===== src/rtl/btn_press_emulator.sv =====
// Push-button stimulus source: on start, drives btn_raw through press chatter, a stable
// hold, release chatter and a settle period, then pulses done for one cycle.
module btn_press_emulator #(
    parameter int unsigned DIV      = 8,
    parameter int unsigned N        = 4,
    parameter int unsigned CH_EDGES = 3,
    parameter int unsigned CH_HALF  = 4,
    parameter int unsigned SETTLE   = N + 2
) (
    input  logic       clk,
    input  logic       rst,
    input  logic       start,
    input  logic [7:0] hold_samples,
    output logic       btn_raw,
    output logic       busy,
    output logic       done
);

    localparam int unsigned HOLD_MAX   = 255 * DIV;
    localparam int unsigned SETTLE_LEN = SETTLE * DIV;
    localparam int unsigned CNT_MAX0   = (HOLD_MAX > SETTLE_LEN) ? HOLD_MAX : SETTLE_LEN;
    localparam int unsigned CNT_MAX    = (CNT_MAX0 > CH_HALF) ? CNT_MAX0 : CH_HALF;
    localparam int unsigned CW         = $clog2(CNT_MAX + 1);
    localparam int unsigned EW         = $clog2(CH_EDGES + 1);

    localparam logic [CW-1:0] HALF_LAST   = CW'(CH_HALF - 1);
    localparam logic [CW-1:0] SETTLE_LAST = CW'((SETTLE_LEN == 0) ? 0 : SETTLE_LEN - 1);
    localparam logic [EW-1:0] EDGE_LAST   = EW'(CH_EDGES - 1);

    typedef enum logic [2:0] {
        StIdle,
        StPChat,
        StHold,
        StRChat,
        StSettle,
        StDone
    } state_t;

    state_t        state_q;
    logic [CW-1:0] cnt_q;
    logic [EW-1:0] edge_q;
    logic [7:0]    hold_q;
    logic [CW-1:0] hold_last;

    // Only consulted in StHold, where hold_q is known to be non-zero.
    assign hold_last = CW'(hold_q) * CW'(DIV) - CW'(1);

    always_ff @(posedge clk or posedge rst) begin
        if (rst) begin
            state_q <= StIdle;
            cnt_q   <= '0;
            edge_q  <= '0;
            hold_q  <= '0;
            btn_raw <= 1'b0;
            busy    <= 1'b0;
            done    <= 1'b0;
        end else begin
            unique case (state_q)
                StIdle: begin
                    if (start) begin
                        hold_q  <= hold_samples;
                        cnt_q   <= '0;
                        edge_q  <= '0;
                        busy    <= 1'b1;
                        state_q <= StPChat;
                    end
                end
                StPChat: begin
                    if (cnt_q == HALF_LAST) begin
                        cnt_q   <= '0;
                        btn_raw <= ~btn_raw;
                        if (edge_q == EDGE_LAST) begin
                            edge_q  <= '0;
                            state_q <= (hold_q == 8'd0) ? StRChat : StHold;
                        end else begin
                            edge_q <= edge_q + EW'(1);
                        end
                    end else begin
                        cnt_q <= cnt_q + CW'(1);
                    end
                end
                StHold: begin
                    if (cnt_q == hold_last) begin
                        cnt_q   <= '0;
                        state_q <= StRChat;
                    end else begin
                        cnt_q <= cnt_q + CW'(1);
                    end
                end
                StRChat: begin
                    if (cnt_q == HALF_LAST) begin
                        cnt_q   <= '0;
                        btn_raw <= ~btn_raw;
                        if (edge_q == EDGE_LAST) begin
                            edge_q <= '0;
                            if (SETTLE_LEN == 0) begin
                                done    <= 1'b1;
                                state_q <= StDone;
                            end else begin
                                state_q <= StSettle;
                            end
                        end else begin
                            edge_q <= edge_q + EW'(1);
                        end
                    end else begin
                        cnt_q <= cnt_q + CW'(1);
                    end
                end
                StSettle: begin
                    if (cnt_q == SETTLE_LAST) begin
                        cnt_q   <= '0;
                        done    <= 1'b1;
                        state_q <= StDone;
                    end else begin
                        cnt_q <= cnt_q + CW'(1);
                    end
                end
                StDone: begin
                    done    <= 1'b0;
                    busy    <= 1'b0;
                    state_q <= StIdle;
                end
                default: state_q <= StIdle;
            endcase
        end
    end

endmodule


===== config.mk =====
export PLATFORM = sky130hd
export DESIGN_NAME = btn_press_emulator
export DESIGN_NICKNAME = d
export VERILOG_FILES = /design/src/rtl/btn_press_emulator.sv
export SDC_FILE = /design/constraint.sdc
export NUM_CORES = 1
export LEC_CHECK = 0
export CAP_MARGIN = 10
export CORE_MARGIN = 2
export CORE_UTILIZATION = 45
export CTS_CLUSTER_DIAMETER = 150
export CTS_CLUSTER_SIZE = 8
export DETAILED_ROUTE_END_ITERATION = 8
export GPL_TIMING_DRIVEN = 0
export PLACE_DENSITY = 0.73
export SYNTH_ARGS = -nofsm -noshare
export SYNTH_HDL_FRONTEND = slang
export SYNTH_SLANG_ARGS = --single-unit

===== constraint.sdc =====
create_clock -name clk -period 5.52 [get_ports clk]
set_input_delay 1.656 -clock clk [delete_from_list [all_inputs] [get_ports clk]]
set_output_delay 1.656 -clock clk [all_outputs]
set_load 0.1 [all_outputs]

# == Word-level counts from Yosys, hierarchy flattened ==
# Cells that the tools add are included.
# word_totals
regBits,27
output_inout_bits,3
wordCells,64
in_bits,11
# classes
n_addsub,3
reduce_logical,14
muxes,22
bitwise_logic,1
eq_ne,17
# ops
op,count
$mux W11,4
$pmux W11 S4,1
$mux W3,7
$pmux W3 S5,1
$ne A2 B2 Y1 const B,7
$add A11 B1 Y11 const B,1
$eq A11 B11 Y1,1
$eq A11 B2 Y1 const B,1
$eq A11 B6 Y1 const B,1
$sub A11 B1 Y11 const B,1
$reduce_and A2 Y1,5
$logic_not A8 Y1,1
$reduce_and A7 Y1,1
$eq A3 B2 Y1 const B,2
$eq A3 B3 Y1 const B,2
$mux W2,3
$reduce_bool A2 Y1,3
$pmux W1 S2,2
$pmux W2 S2,1
$reduce_bool A4 Y1,1
$eq A3 B1 Y1 const B,1
$logic_not A3 Y1,1
$mux W1,3
$reduce_and A3 Y1,1
other kinds (5),5

# == Depth between registers and ports, before layout ==
# logic_depth
word_depth,5
mapped_depth,9
depth_no_buf,9

# == Worst setup path before layout ==
# OpenSTA, ideal clock, no wires.
# synth_timing
path_type,input to register
start,in start
end,reg cnt_q[6]
setup_time_ns,0.126
path_slack_ns,2.918
arrival_time_ns,2.476
path_stages,4
cell_sequence,nor2_1 > mux2_2 > clkbuf_1 > a221o_1
# synth_via
elab_chain_cells,2
# synth_lines
item,line,text
start: declaration,12,"input logic start,"
$ne A2 B2 Y1 (no line),n/a,
$reduce_and A2 Y1 (no line),n/a,
end signal: assignment,79,cnt_q <= cnt_q + CW'(1);
end signal: assignment,87,cnt_q <= cnt_q + CW'(1);
end signal: assignment,106,cnt_q <= cnt_q + CW'(1);
end: declaration,40,logic [CW-1:0] cnt_q;
# Every way passes these cells.
# A chain may end at the register's enable or synchronous reset.

# == Worst setup path after layout ==
# layout_timing
start,reg busy
end,out busy
# layout_rtl
item,line,text
start: declaration,15,"output logic busy,"
start signal: assignment,55,busy <= 1'b0;
start signal: assignment,64,busy <= 1'b1;
start signal: assignment,120,busy <= 1'b0;
# No word-level cell between the ends.

==> out/metrics.yaml <==
antenna_found_initial: 0
dieArea_mm2: 0.00407
p_clk_share_pct: 29.8
vias_per_cell: 5.77
grt_pass1_wl_um: 5870
cp_slowest_cell: "clkdlybuf4s50_1"
fillCellCount: 303
crit_chain: "clkdlybuf4s50_1"
diodes: 0
worst_pin_slew_ps: 1040
synthFlopType: "dfrtp_1"
fmax_mhz: 285
regArea_um2: 676
switching_share_pct: 22.3
multi_input_area_um2: 875
drive_gt1_share_pct: 9.94
cts_tree: "yes"
drt_iter0_drc: 89
fin_ws_ps: 2010
clock_latency_ps: 330
p_leak_nw: 0.762
clk_pin_slew_ps: 150
arrival_ps: 1850
cts_hold_buf: 0
syn_inst: 164
grt_pass1_vias: 1289
clkSinkCount: 27
path_delay_family: "buffers and inverters"
final_antenna_net_count: 0
drt-total-wl_um: 3300
finalSetupViolations: 0
power_w: 0.000298
crit_fanout: 3
vias: 1310
num_io_pins: 14
numCtsBuffers: 3
die_y_um: 63.8
start_util_pct: 47.5
drc_errors: 0
slew_viol_final: 0
comb_power_share_pct: 3.8
num_rows: 21
synth.avg_cell_area_um2: 9.81
cts_resized: 0
postCtsSetupRepairBufs: 0
p_switching_w: 0.0000665
dieWidth_um: 63.8
cap_violations: 0
fin_crit_sh_pct: 63.6
rsz0062_at_grt: "false"
syn_nets: 177
status: "completed"
critPathRequiredTime_ps: 3860
cts_root_buf: "clkbuf_4"
gp_congestion: 0.822
coreArea_mm2: 0.00339
worstSetupEndpointType: "primary output"
netlist_area_mm2: 0.00161
cp-start-kind: "register"
nets: 195
async_reset_ff_share_pct: 100
yosys_warnings: 0
dp_hpwl_um: 2450
io_buffers: 13
clock_skew_ps: 7.58
wire_per_inst_um: 14.5
synth_edf_count: 0
crit_type: "register to primary output"
internal_power_w: 0.000231
clk_path_buf_depth: 2
synth_seq_cells: 27
grt_start_max_net_pins: 28
power_density_mw_per_mm2: 163
grt_usage_pct: 17.8
critPathBufInv: 1
finalHoldViolations: 0
overflow: 0
cts_max_level: 1
area_delta_synth_final_pct: 13.4
final.setup.tns_ps: 0
vdd_drop_max_mv: 0.0741
min_period_ps: 3510
min-delay-path-class: "register to register"
seq_power_share_pct: 66.4
dp_slack_ps: 2220
drtPass1Iterations: 4
synth-seq-area-share_pct: 42.0
synth_cell_types: 45
cpPeakStageDelay_ps: 1130
relSlewSlack_pct: 30.3
==> synthesized netlist by cell type, drive strengths merged (2+ instances only) <==
cell,count,area share [%]
xor2,3,1.6
nand3,6,1.9
a221o,4,2.5
ha,2,1.6
nand2b,10,3.9
nor4,3,1.6
buf,2,0.62
a21oi,5,1.6
a22o,2,1.1
inv,7,1.6
a22oi,4,1.9
a21o,4,1.9
and2,3,1.2
o21ai,10,3.1
nand2,9,2.6
mux2,8,5.6
a211oi,3,1.4
xnor2,6,3.3
nor3,2,0.62
nor2,10,2.3
a32o,2,1.2
nand3b,2,0.93
dfrtp,27,42
clkbuf,6,1.4
nor2b,4,1.6
and3,3,1.2
nor4b,2,1.1
==> layout make-up <==
type / instances / share of cell area [%]
inverters: 7 / 1.44
multi-input cells: 122 / 47.9
well taps: 46 / 3.16
clock buffers: 3 / 1.23
plain buffers: 8 / 1.78
repair buffers: 13 / 7.13
clock inverters: 1 / 0.274
flip-flops and latches: 27 / 37.0
==> worst paths after layout <==
kind | startpoint | end | slack, ps | depth (start not counted)
max in group asynchronous | rst | cnt_q[4] | 3030 | 2
worst min-delay path | btn_raw | btn_raw | 490 | 1
worst max-delay path | busy | busy | 2010 | 1
min in group asynchronous | rst | state_q[1] | 1860 | 2
worst min register to register | btn_raw | btn_raw | 490 | 1
worst max register to register | hold_q[0] | cnt_q[3] | 2840 | 8
==> routing by layer <==
metal | vias to the layer above | track usage (%) | part of all wire, %
met5 | - | 0 | 0
li1 | 635 | - | -
met4 | 0 | 4.08 | 1.2
met3 | 6 | 2.29 | 2.2
met1 | 646 | 24.6 | 47
met2 | 23 | 29.6 | 49
==> power groups by stage <==
stage,logic (W),registers (W),clock network [W]
3_5_place_dp,0.0000117,0.000202,0
5_1_grt,0.0000127,0.000198,0.0000994
6_report,0.0000114,0.000198,0.0000887
3_3_place_gp,0.0000114,0.000202,0
4_1_cts,0.0000117,0.000198,0.0000911
2_1_floorplan,0.00000325,0.000202,0
==> metrics by stage <==
| step | cell area [µm²] | cells | hold WS, ps | utilization [%] |
|---|---|---|---|---|
| 5_1_grt | 1820 | 227 | 531 | 53.8 |
| 3_5_place_dp | 1800 | 223 | 471 | 53.0 |
| 6_report | 1820 | 227 | 485 | 53.8 |
| 2_1_floorplan | 1610 | 164 | 487 | - |
| 4_1_cts | 1820 | 227 | 495 | 53.8 |
| 3_3_place_gp | 1800 | 223 | 464 | 53.0 |
==> registers in the layout, summed over array words and instances (netlist names) <==
signal / flops
btn_raw: 1
busy: 1
cnt_q: 11
done: 1
edge_q: 2
hold_q: 8
state_q: 3
==> placed cells by master (no fill, tap or decap), types with 6 or more instances in the layout <==
master           count
clkbuf_1             6
o21ai_0              9
mux2_2               8
inv_1                7
nor2_1              10
dfrtp_1             27
nand2_1              8
nand2b_1            10
clkdlybuf4s50_1     13
xnor2_1              6
nand3_1              6
==> kinds of logic (layout without fill, tap and decap cells) <==
| family | count (synthesis) | in the layout | share of synthesized area (%) |
|---|---|---|---|
| buf+inv | 15 | 32 | 3.65 |
| mux | 8 | 8 | 5.60 |
| fa+ha+maj | 2 | 2 | 1.55 |
| flops | 27 | 27 | 42.0 |
| xor+xnor | 9 | 9 | 4.90 |
| simple gates | 58 | 58 | 20.6 |
| compound gates | 45 | 45 | 21.7 |
(Power assumes the default switching activity.)
